**src/rtl/rv64g_l2_line_seq.sv**
```systemverilog
// rtl/rv64g_l2_line_seq.sv - L2 line-transfer sequencer (refill/evict), optional L2_SEQ_CRIT_WORD_EN
module rv64g_l2_line_seq #(
  parameter int WORDS = 8,
  parameter int TAG_W = 50
) (
  input  logic                     clk_i,
  input  logic                     rst_ni,
  input  logic                     fill_req_i,
  input  logic [7:0]               fill_index_i,
  input  logic [3:0]               fill_way_i,
  input  logic [TAG_W-1:0]         fill_tag_i,
`ifdef L2_SEQ_CRIT_WORD_EN
  input  logic [$clog2(WORDS)-1:0] fill_word_i,
`endif
  output logic                     fill_gnt_o,
  input  logic                     fill_valid_i,
  input  logic [63:0]              fill_data_i,
  output logic                     fill_ready_o,
  input  logic                     evict_req_i,
  input  logic [7:0]               evict_index_i,
  input  logic [3:0]               evict_way_i,
  output logic                     evict_gnt_o,
  output logic                     evict_valid_o,
  output logic [63:0]              evict_data_o,
  output logic [TAG_W-1:0]         evict_tag_o,
  output logic                     evict_last_o,
  input  logic                     evict_ready_i,
  output logic                     done_o,
  output logic                     done_evict_o,
  output logic                     busy_o,
  output logic [7:0]               arr_index_o,
  output logic [$clog2(WORDS)-1:0] arr_word_sel_o,
  output logic [3:0]               arr_way_sel_o,
  output logic                     arr_data_we_o,
  output logic                     arr_tag_we_o,
  output logic [7:0]               arr_be_o,
  output logic [TAG_W-1:0]         arr_tag_o,
  output logic [63:0]              arr_wdata_o,
  input  logic [63:0]              arr_rdata_i,
  input  logic [TAG_W-1:0]         arr_tag_i
);

  localparam int CW = $clog2(WORDS);

  typedef enum logic [1:0] {
    IDLE     = 2'd0,
    FILL     = 2'd1,
    FILL_TAG = 2'd2,
    EVICT    = 2'd3
  } state_t;

  state_t           state_q, state_d;
  logic [CW-1:0]    word_q;
  logic [CW-1:0]    start_q;
  logic [CW-1:0]    word_nxt;
  logic [CW-1:0]    fill_start;
  logic [7:0]       index_q;
  logic [3:0]       way_q;
  logic [TAG_W-1:0] tag_q;
  logic             rr_q;
  logic             beat_adv;
  logic             last_beat;

`ifdef L2_SEQ_CRIT_WORD_EN
  assign fill_start = fill_word_i;
`else
  assign fill_start = '0;
`endif

  // The line is complete when the next word would wrap back to the start word,
  // so the beat count is always WORDS whatever word the transfer began at.
  assign word_nxt  = word_q + 1'b1;
  assign last_beat = (word_nxt == start_q);

  assign busy_o        = (state_q != IDLE);
  assign arr_index_o   = index_q;
  assign arr_way_sel_o = way_q;

  // Next-state, arbitration and array/stream outputs; reset low masks everything so
  // an aborted transfer cannot issue one more write in the reset cycle.
  always_comb begin
    state_d        = state_q;
    fill_gnt_o     = 1'b0;
    evict_gnt_o    = 1'b0;
    fill_ready_o   = 1'b0;
    evict_valid_o  = 1'b0;
    evict_data_o   = '0;
    evict_tag_o    = '0;
    evict_last_o   = 1'b0;
    done_o         = 1'b0;
    done_evict_o   = 1'b0;
    arr_word_sel_o = '0;
    arr_data_we_o  = 1'b0;
    arr_tag_we_o   = 1'b0;
    arr_be_o       = '0;
    arr_tag_o      = '0;
    arr_wdata_o    = '0;
    beat_adv       = 1'b0;
    if (rst_ni) begin
      case (state_q)
        IDLE: begin
          // rr_q=0 favours refill when both sides are waiting
          if (fill_req_i && (!evict_req_i || !rr_q)) begin
            fill_gnt_o = 1'b1;
            state_d    = FILL;
          end else if (evict_req_i) begin
            evict_gnt_o = 1'b1;
            state_d     = EVICT;
          end
        end
        FILL: begin
          fill_ready_o   = 1'b1;
          arr_word_sel_o = word_q;
          if (fill_valid_i) begin
            arr_data_we_o = 1'b1;
            arr_be_o      = 8'hFF;
            arr_wdata_o   = fill_data_i;
            beat_adv      = 1'b1;
            if (last_beat) state_d = FILL_TAG;
          end
        end
        FILL_TAG: begin
          arr_tag_we_o = 1'b1;
          arr_tag_o    = tag_q;
          done_o       = 1'b1;
          state_d      = IDLE;
        end
        EVICT: begin
          evict_valid_o  = 1'b1;
          evict_data_o   = arr_rdata_i;
          evict_tag_o    = arr_tag_i;
          evict_last_o   = last_beat;
          arr_word_sel_o = word_q;
          if (evict_ready_i) begin
            beat_adv = 1'b1;
            if (last_beat) begin
              done_o       = 1'b1;
              done_evict_o = 1'b1;
              state_d      = IDLE;
            end
          end
        end
        default: state_d = IDLE;
      endcase
    end
  end

  // State, latched request arguments, word counter and round-robin pointer.
  always_ff @(posedge clk_i) begin
    if (!rst_ni) begin
      state_q <= IDLE;
      word_q  <= '0;
      start_q <= '0;
      index_q <= '0;
      way_q   <= '0;
      tag_q   <= '0;
      rr_q    <= 1'b0;
    end else begin
      state_q <= state_d;
      if (fill_gnt_o) begin
        index_q <= fill_index_i;
        way_q   <= fill_way_i;
        tag_q   <= fill_tag_i;
        start_q <= fill_start;
        word_q  <= fill_start;
        rr_q    <= 1'b1;
      end else if (evict_gnt_o) begin
        index_q <= evict_index_i;
        way_q   <= evict_way_i;
        start_q <= '0;
        word_q  <= '0;
        rr_q    <= 1'b0;
      end else if (beat_adv) begin
        word_q <= word_nxt;
      end
    end
  end

endmodule
```
**config.mk**
```make
export PLATFORM = sky130hd
export DESIGN_NAME = rv64g_l2_line_seq
export DESIGN_NICKNAME = d
export VERILOG_FILES = /design/src/rtl/rv64g_l2_line_seq.sv
export SDC_FILE = /design/constraint.sdc
export NUM_CORES = 1
export LEC_CHECK = 0
export CORE_AREA = 4 4 198 200
export CTS_BUF_LIST = sky130_fd_sc_hd__clkbuf_8
export DETAILED_ROUTE_END_ITERATION = 12
export DIE_AREA = 0 0 202 204
export PLACE_DENSITY_LB_ADDON = 0.12
export SETUP_SLACK_MARGIN = 0.1
export SYNTH_ARGS = -nofsm -noshare
export SYNTH_HDL_FRONTEND = slang
export SYNTH_SLANG_ARGS = --single-unit
```
**constraint.sdc**
```tcl
create_clock -name clk_i -period 4.6 [get_ports clk_i]
set_input_delay 0.46 -clock clk_i [delete_from_list [all_inputs] [get_ports clk_i]]
set_output_delay 0.46 -clock clk_i [all_outputs]
set_load 0.01 [all_outputs]
```
==> results.json, run 1 <==
{
  "tns_ps": 0,
  "cp_num_cells": 5,
  "drt_iter0_drc": 291,
  "max_stage_delay_ps": 730,
  "core_area_mm2": 0.03740,
  "cp_slowest_cell": "clkdlybuf4s50_1",
  "yosys_register_bits": 68,
  "ant_nets": 0,
  "drt-vias-per-instance": 3.826,
  "area_growth_pct": 134.1,
  "total_leakage_power_nw": 4.111,
  "async_reset_ff_share_pct": 0,
  "gr-total-overflow": 0,
  "ioPinCount": 519,
  "gp_congestion": 0.7894,
  "slew_viol_final": 0,
  "synthesis.area_mm2": 0.004307,
  "switching_share_pct": 30.60,
  "setup_viol_count_final": 0,
  "drc": 0,
  "worstHoldPathType": "register to register",
  "relSlewSlack_pct": 29.07,
  "diodes": 0,
  "track_usage_pct": 14.14,
  "wl_um": 31560,
  "yosysUniqueCellTypes": 36,
  "fill_cells": 4058,
  "critPathCapture": "evict_tag_o[4]",
  "min_period_ps": 3606,
  "status": "completed",
  "grt_first_pass_wirelength_um": 43670,
  "final_area_mm2": 0.01008,
  "ir_drop_v": 0.0001129,
  "post-cts-setup-buffers": 0,
  "clock_skew_ps": 16.99,
  "die_w_um": 202,
  "crit_top_cell": "clkdlybuf4s50_1",
  "p_clk_share_pct": 28.1,
  "placementRows": 71,
  "drv_cap": 0,
  "placed_cell_area_mm2": 0.009901,
  "fmax_mhz": 277.4,
  "synth_ff_type": "dfxtp_1",
  "wl_per_cell_um": 20.92,
  "cts-htree-levels": 3,
  "final_cell_mix": "518 x clkdlybuf4s50_1, 119 x and3_1, 114 x and2_1",
  "pre_cts_ws_ps": 944.1,
  "critical_path.top_delay_family": "buffers and inverters",
  "initial_core_util_pct": 11.52,
  "cts_buffers": 9,
  "crit_buf_inv": 3,
  "cell_internal_pwr_mw": 1.257,
  "dieArea_mm2": 0.04121,
  "arrival_ps": 3150,
  "fin_crit_sh_pct": 78.38,
  "final_cells": 1509,
  "syn_nets": 785,
  "synth_edf_count": 0,
  "drive_gt1_share_pct": 3.307,
  "critPathRequiredTime_ps": 4140,
  "cts_sinks": 68,
  "yosys.area_share.adder_pct": 0.5811,
  "synth_top_family_by_area": "simple AND/OR/NAND/NOR gates",
  "ys_warn_count": 0,
  "synthSimpleGateAreaFrac_pct": 41.11,
  "antenna_found_initial": 1,
  "port_buffers": 518,
  "clk_pin_slew_ps": 80,
  "reg2reg_to": "arr_way_sel_o[1]",
  "setup_ws_ps": 994.5,
  "grt_start_max_net_pins": 117,
  "seq_area_frac_synth_pct": 31.61,
  "start_kind": "primary input",
  "p_switching_mw": 0.5544,
  "crit_chain": "clkdlybuf4s50_1 > and2_2 > buf_4 > and3_1 > clkdlybuf4s50_1",
  "multi_input_area_mm2": 0.002582,
  "reg2regPathDepth": 4,
  "end_kind": "output port",
  "grt_pass1_vias": 5969,
  "dpl.hpwl_um": 25410,
  "path_class": "primary input to output port",
  "hold_buffers": 0,
  "finalPower_mw": 1.812,
  "pwr-share-seq_pct": 36.7,
  "clock_tree.root_cell": "clkbuf_8",
  "chipHeight_um": 204,
  "rsz0062_at_grt": "false",
  "synthMuxAreaShare_pct": 0.2324,
  "final_nets": 1254,
  "worstMarginPinSlew_ps": 1060,
  "clk_path_buf_depth": 2,
  "worst-r2r-setup-slack_ps": 2260,
  "vias": 5773,
  "cts_tree": "yes",
  "pwr_density_cell_mw_per_mm2": 179.7,
  "crit_fanout": 116,
  "hold_viol": 0,
  "syn_avg_cell_area_um2": 8.203,
  "startpoint": "rst_ni",
  "layout_commonest_cell": "clkdlybuf4s50_1",
  "reg2reg_from": "state_q[1]",
  "regArea_mm2": 0.001363,
  "dp.cells": 1494,
  "synth-compound-area-share_pct": 17.40,
  "power_frac_comb_pct": 35.2,
  "clk_latency_ps": 360,
  "synthCells": 525,
  "synthXorXnorAreaFrac_pct": 0.2034,
  "cts_resized": 0,
  "first_pass_iters": 4
}
worst min path at each step:
| stage | depth (start not counted) | slack (ps) | start | end |
|---|---|---|---|---|
| 6_report | 1 | 470 | tag_q[46] | tag_q[46] |
| 5_1_grt | 1 | 490 | tag_q[31] | tag_q[31] |
| 4_1_cts | 1 | 470 | tag_q[15] | tag_q[15] |
| 3_5_place_dp | 1 | 450 | tag_q[44] | tag_q[44] |
| 3_3_place_gp | 1 | 450 | tag_q[49] | tag_q[49] |
| 2_1_floorplan | 1 | 430 | tag_q[0] | tag_q[0] |
power by group through the flow:
| stage | Combinational (mW) | Clock, mW | Sequential, mW |
|---|---|---|---|
| finish | 0.638 | 0.508 | 0.665 |
| global route | 0.687 | 0.563 | 0.672 |
| CTS | 0.648 | 0.543 | 0.666 |
| detailed placement | 0.647 | 0 | 0.678 |
| global placement | 0.649 | 0 | 0.679 |
| floorplan | 0.233 | 0 | 0.676 |
stage by stage:
step | util (%) | hold slack (ps)
2_1_floorplan | - | 433.9
3_3_place_gp | 26.47 | 448.0
3_5_place_dp | 26.47 | 448.2
4_1_cts | 26.96 | 474.5
5_1_grt | 26.96 | 489.2
6_report | 26.96 | 471.2
logic make-up after synthesis:
kind of cell / count (synthesis)
buf+inv: 84
flops: 68
fa+ha+maj: 2
mux: 1
compound gates: 90
xor+xnor: 1
simple gates: 279
synth_stat cells (2+ instances only):
master / count / area share, %
and3_1: 120 / 17
and2_1: 115 / 17
dfxtp_1: 68 / 32
a22o_1: 50 / 10
clkbuf_1: 38 / 3.3
buf_2: 18 / 2.1
or3_1: 14 / 2.0
a31oi_1: 13 / 1.9
and4_1: 13 / 2.6
inv_1: 13 / 1.1
o311a_1: 12 / 2.8
buf_4: 8 / 1.4
nor2_1: 6 / 0.52
clkbuf_2: 5 / 0.58
o21ai_0: 4 / 0.46
a211oi_1: 3 / 0.52
o21a_1: 3 / 0.52
ha_1: 2 / 0.58
nand2_1: 2 / 0.17
nand3_1: 2 / 0.23
final cells by class:
cell class | count | area share (%)
Timing Repair Buffer | 529 | 52.24
Multi-Input combinational cell | 373 | 25.61
Sequential cell | 68 | 13.51
Tap cell | 511 | 6.341
Clock buffer | 9 | 1.228
Clock inverter | 6 | 0.5832
Inverter | 13 | 0.4839
sequential cells by signal, summed over array words and instances (netlist names):
register / count
tag_q: 50
arr_index_o: 8
arr_way_sel_o: 4
word_q: 3
state_q: 2
rr_q: 1
metal layers:
| metal | track usage [%] | vias to the layer above | part of all wire (%) |
|---|---|---|---|
| li1 | - | 2790 | - |
| met3 | 5.522 | 17 | 8.9 |
| met5 | 0 | - | 0.041 |
| met4 | 2.002 | 2 | 0.66 |
| met1 | 14.90 | 2705 | 37 |
| met2 | 27.13 | 259 | 54 |
worst reg2reg max path, delay by kind of cell, from the launching register on:
kind / cells / cell delay (ps)
flip-flops: 1 / 340
AND/OR/NAND/NOR: 2 / 1410
AO/OA/AOI/OAI: 1 / 280
buffers and inverters: 1 / 240
No activity file was read; power rests on OpenSTA's default activity.
==> run 2, diff against run 1 <==
CORE_AREA = 4 4 202 204   (was 4 4 198 200)
DIE_AREA = 0 0 206 208   (was 0 0 202 204)
clock period = 3.7 ns   (was 4.6 ns; I/O delays follow)
==> run 2 against run 1 <==
Via count fell by 0.26%. Core utilization fell by 0.93 points. Flip-flop and latch count did not move. Cell count rose by 1.5%. Worst hold slack got worse by 3.0 ps. Wire length fell by 1.6%. Largest cell class unchanged.
==> results.json, run 2 (synthesized netlist as in run 1, its figures left out) <==
{
  "clock_tree.root_cell": "clkbuf_8",
  "status": "completed",
  "start_kind": "register",
  "hold_depth": 1,
  "wl_per_cell_um": 20.28,
  "dieArea_mm2": 0.04285,
  "cp_slowest_cell": "buf_4",
  "area_growth_pct": 137.4,
  "track_usage_pct": 13.35,
  "die_w_um": 206,
  "final_nets": 1256,
  "post-cts-setup-buffers": 0,
  "ir_drop_v": 0.0001829,
  "cts_tree": "yes",
  "clk_path_buf_depth": 2,
  "setup_viol_count_final": 0,
  "drt-vias-per-instance": 3.761,
  "critical_path.top_delay_family": "buffers and inverters",
  "switching_share_pct": 28.08,
  "fill_cells": 4271,
  "multi_input_area_mm2": 0.002582,
  "ant_nets": 0,
  "worstMarginPinSlew_ps": 1039,
  "largest_register_ffs": 50,
  "dpl.hpwl_um": 25000,
  "drv_cap": 0,
  "regArea_mm2": 0.001363,
  "cts_buffers": 9,
  "vias": 5758,
  "crit_fanout": 116,
  "p_switching_mw": 0.6937,
  "antenna_found_initial": 11,
  "drive_gt1_share_pct": 3.700,
  "slew_viol_final": 0,
  "clk_latency_ps": 360,
  "first_pass_iters": 4,
  "worstHoldPathType": "register to register",
  "layout_commonest_cell": "clkdlybuf4s50_1",
  "chipHeight_um": 208,
  "pwr-share-seq_pct": 34.0,
  "final_cell_mix": "518 x clkdlybuf4s50_1, 119 x and3_1, 114 x and2_1",
  "reg2regPathDepth": 4,
  "end_kind": "output port",
  "core_area_mm2": 0.03928,
  "cts_sinks": 68,
  "total_leakage_power_nw": 4.156,
  "ioPinCount": 519,
  "max_stage_delay_ps": 750,
  "final_cells": 1531,
  "rsz0062_at_grt": "false",
  "path_class": "register to output port",
  "cts-htree-levels": 3,
  "fmax_mhz": 304.2,
  "hold_buffers": 0,
  "clk_pin_slew_ps": 90,
  "arrival_ps": 2920,
  "cp_num_cells": 4,
  "drc": 0,
  "critPathRequiredTime_ps": 3330,
  "pwr_density_cell_mw_per_mm2": 241.7,
  "wl_um": 31050,
  "hold_viol": 0,
  "grt_pass1_vias": 5905,
  "cell_internal_pwr_mw": 1.777,
  "tns_ps": 0,
  "port_buffers": 518,
  "dp.cells": 1510,
  "grt_first_pass_wirelength_um": 42500,
  "fin_crit_sh_pct": 88.85,
  "cts_resized": 0,
  "drt_iter0_drc": 233,
  "crit_chain": "and2_2 > buf_4 > and3_1 > clkdlybuf4s50_1",
  "gp_congestion": 0.8085,
  "p_clk_share_pct": 34.4,
  "top_register": "tag_q",
  "crit_buf_inv": 2,
  "clock_skew_ps": 11.05,
  "power_frac_comb_pct": 31.6,
  "relSlewSlack_pct": 30.49,
  "grt_start_max_net_pins": 117,
  "placementRows": 73,
  "initial_core_util_pct": 10.97,
  "min_period_ps": 3287,
  "gr-total-overflow": 0
}
-- run 2: cell types whose count changed in the layout (fill, tap and decap cells not counted) --
cell	previous run	this run
clkinv_2	1	0
inv_1	15	13
buf_12	0	1
clkinvlp_4	1	0
clkinv_4	1	2
bufinv_16	1	4
diode_2	0	6
buf_4	11	12
-- run 2: cell type report --
| type | instances | share of cell area, % |
|---|---|---|
| diodes | 6 | 0.1469 |
| clock buffers | 9 | 1.212 |
| clock inverters | 6 | 1.346 |
| inverters | 13 | 0.4774 |
| multi-input cells | 373 | 25.26 |
| flip-flops and latches | 68 | 13.33 |
| well taps | 525 | 6.426 |
| repair buffers | 531 | 51.80 |
-- run 2: worst reg2reg max path, cell delays in order (launching register included) --
cell	delay [ps]
dfxtp_2	660
or2_1	580
o21a_2	210
buf_4	480
a22o_1	260
-- run 2: final timing paths --
kind | from | endpoint | slack [ps]
worst max-delay path | state_q[0] | evict_data_o[57] | 410
worst min-delay path | tag_q[7] | tag_q[7] | 470
worst max register to register | state_q[1] | tag_q[46] | 1460
worst min register to register | tag_q[7] | tag_q[7] | 470
-- run 2: layer usage --
| metal | up-vias | global-route usage [%] | share of wire (%) |
|---|---|---|---|
| met5 | - | 0 | 0.19 |
| met4 | 8 | 4.888 | 2.7 |
| met3 | 39 | 4.847 | 9.3 |
| met2 | 284 | 24.03 | 51 |
| met1 | 2628 | 14.21 | 37 |
| li1 | 2799 | - | - |
-- run 2: power by group through the flow --
stage	registers (mW)	clock network, mW	logic [mW]
after floorplan	0.840	0	0.290
final	0.839	0.850	0.782
after detailed placement	0.854	0	0.793
after CTS	0.840	0.896	0.795
after global routing	0.849	0.933	0.844
after global placement	0.857	0	0.793
-- run 2: stage by stage --
| step | power (mW) | setup WS [ps] | util, % | instance area, um^2 | hold slack, ps |
|---|---|---|---|---|---|
| finish | 2.470 | 412.5 | 26.03 | 10220 | 468.2 |
| global route | 2.626 | 199.9 | 26.01 | 10220 | 490.6 |
| global placement | 1.650 | 679.5 | 25.32 | 9946 | 447.8 |
| floorplan | 1.130 | 1863 | - | 4307 | 433.9 |
| detailed placement | 1.647 | 702.1 | 25.32 | 9946 | 450.6 |
| CTS | 2.531 | 439.6 | 25.99 | 10210 | 474.3 |
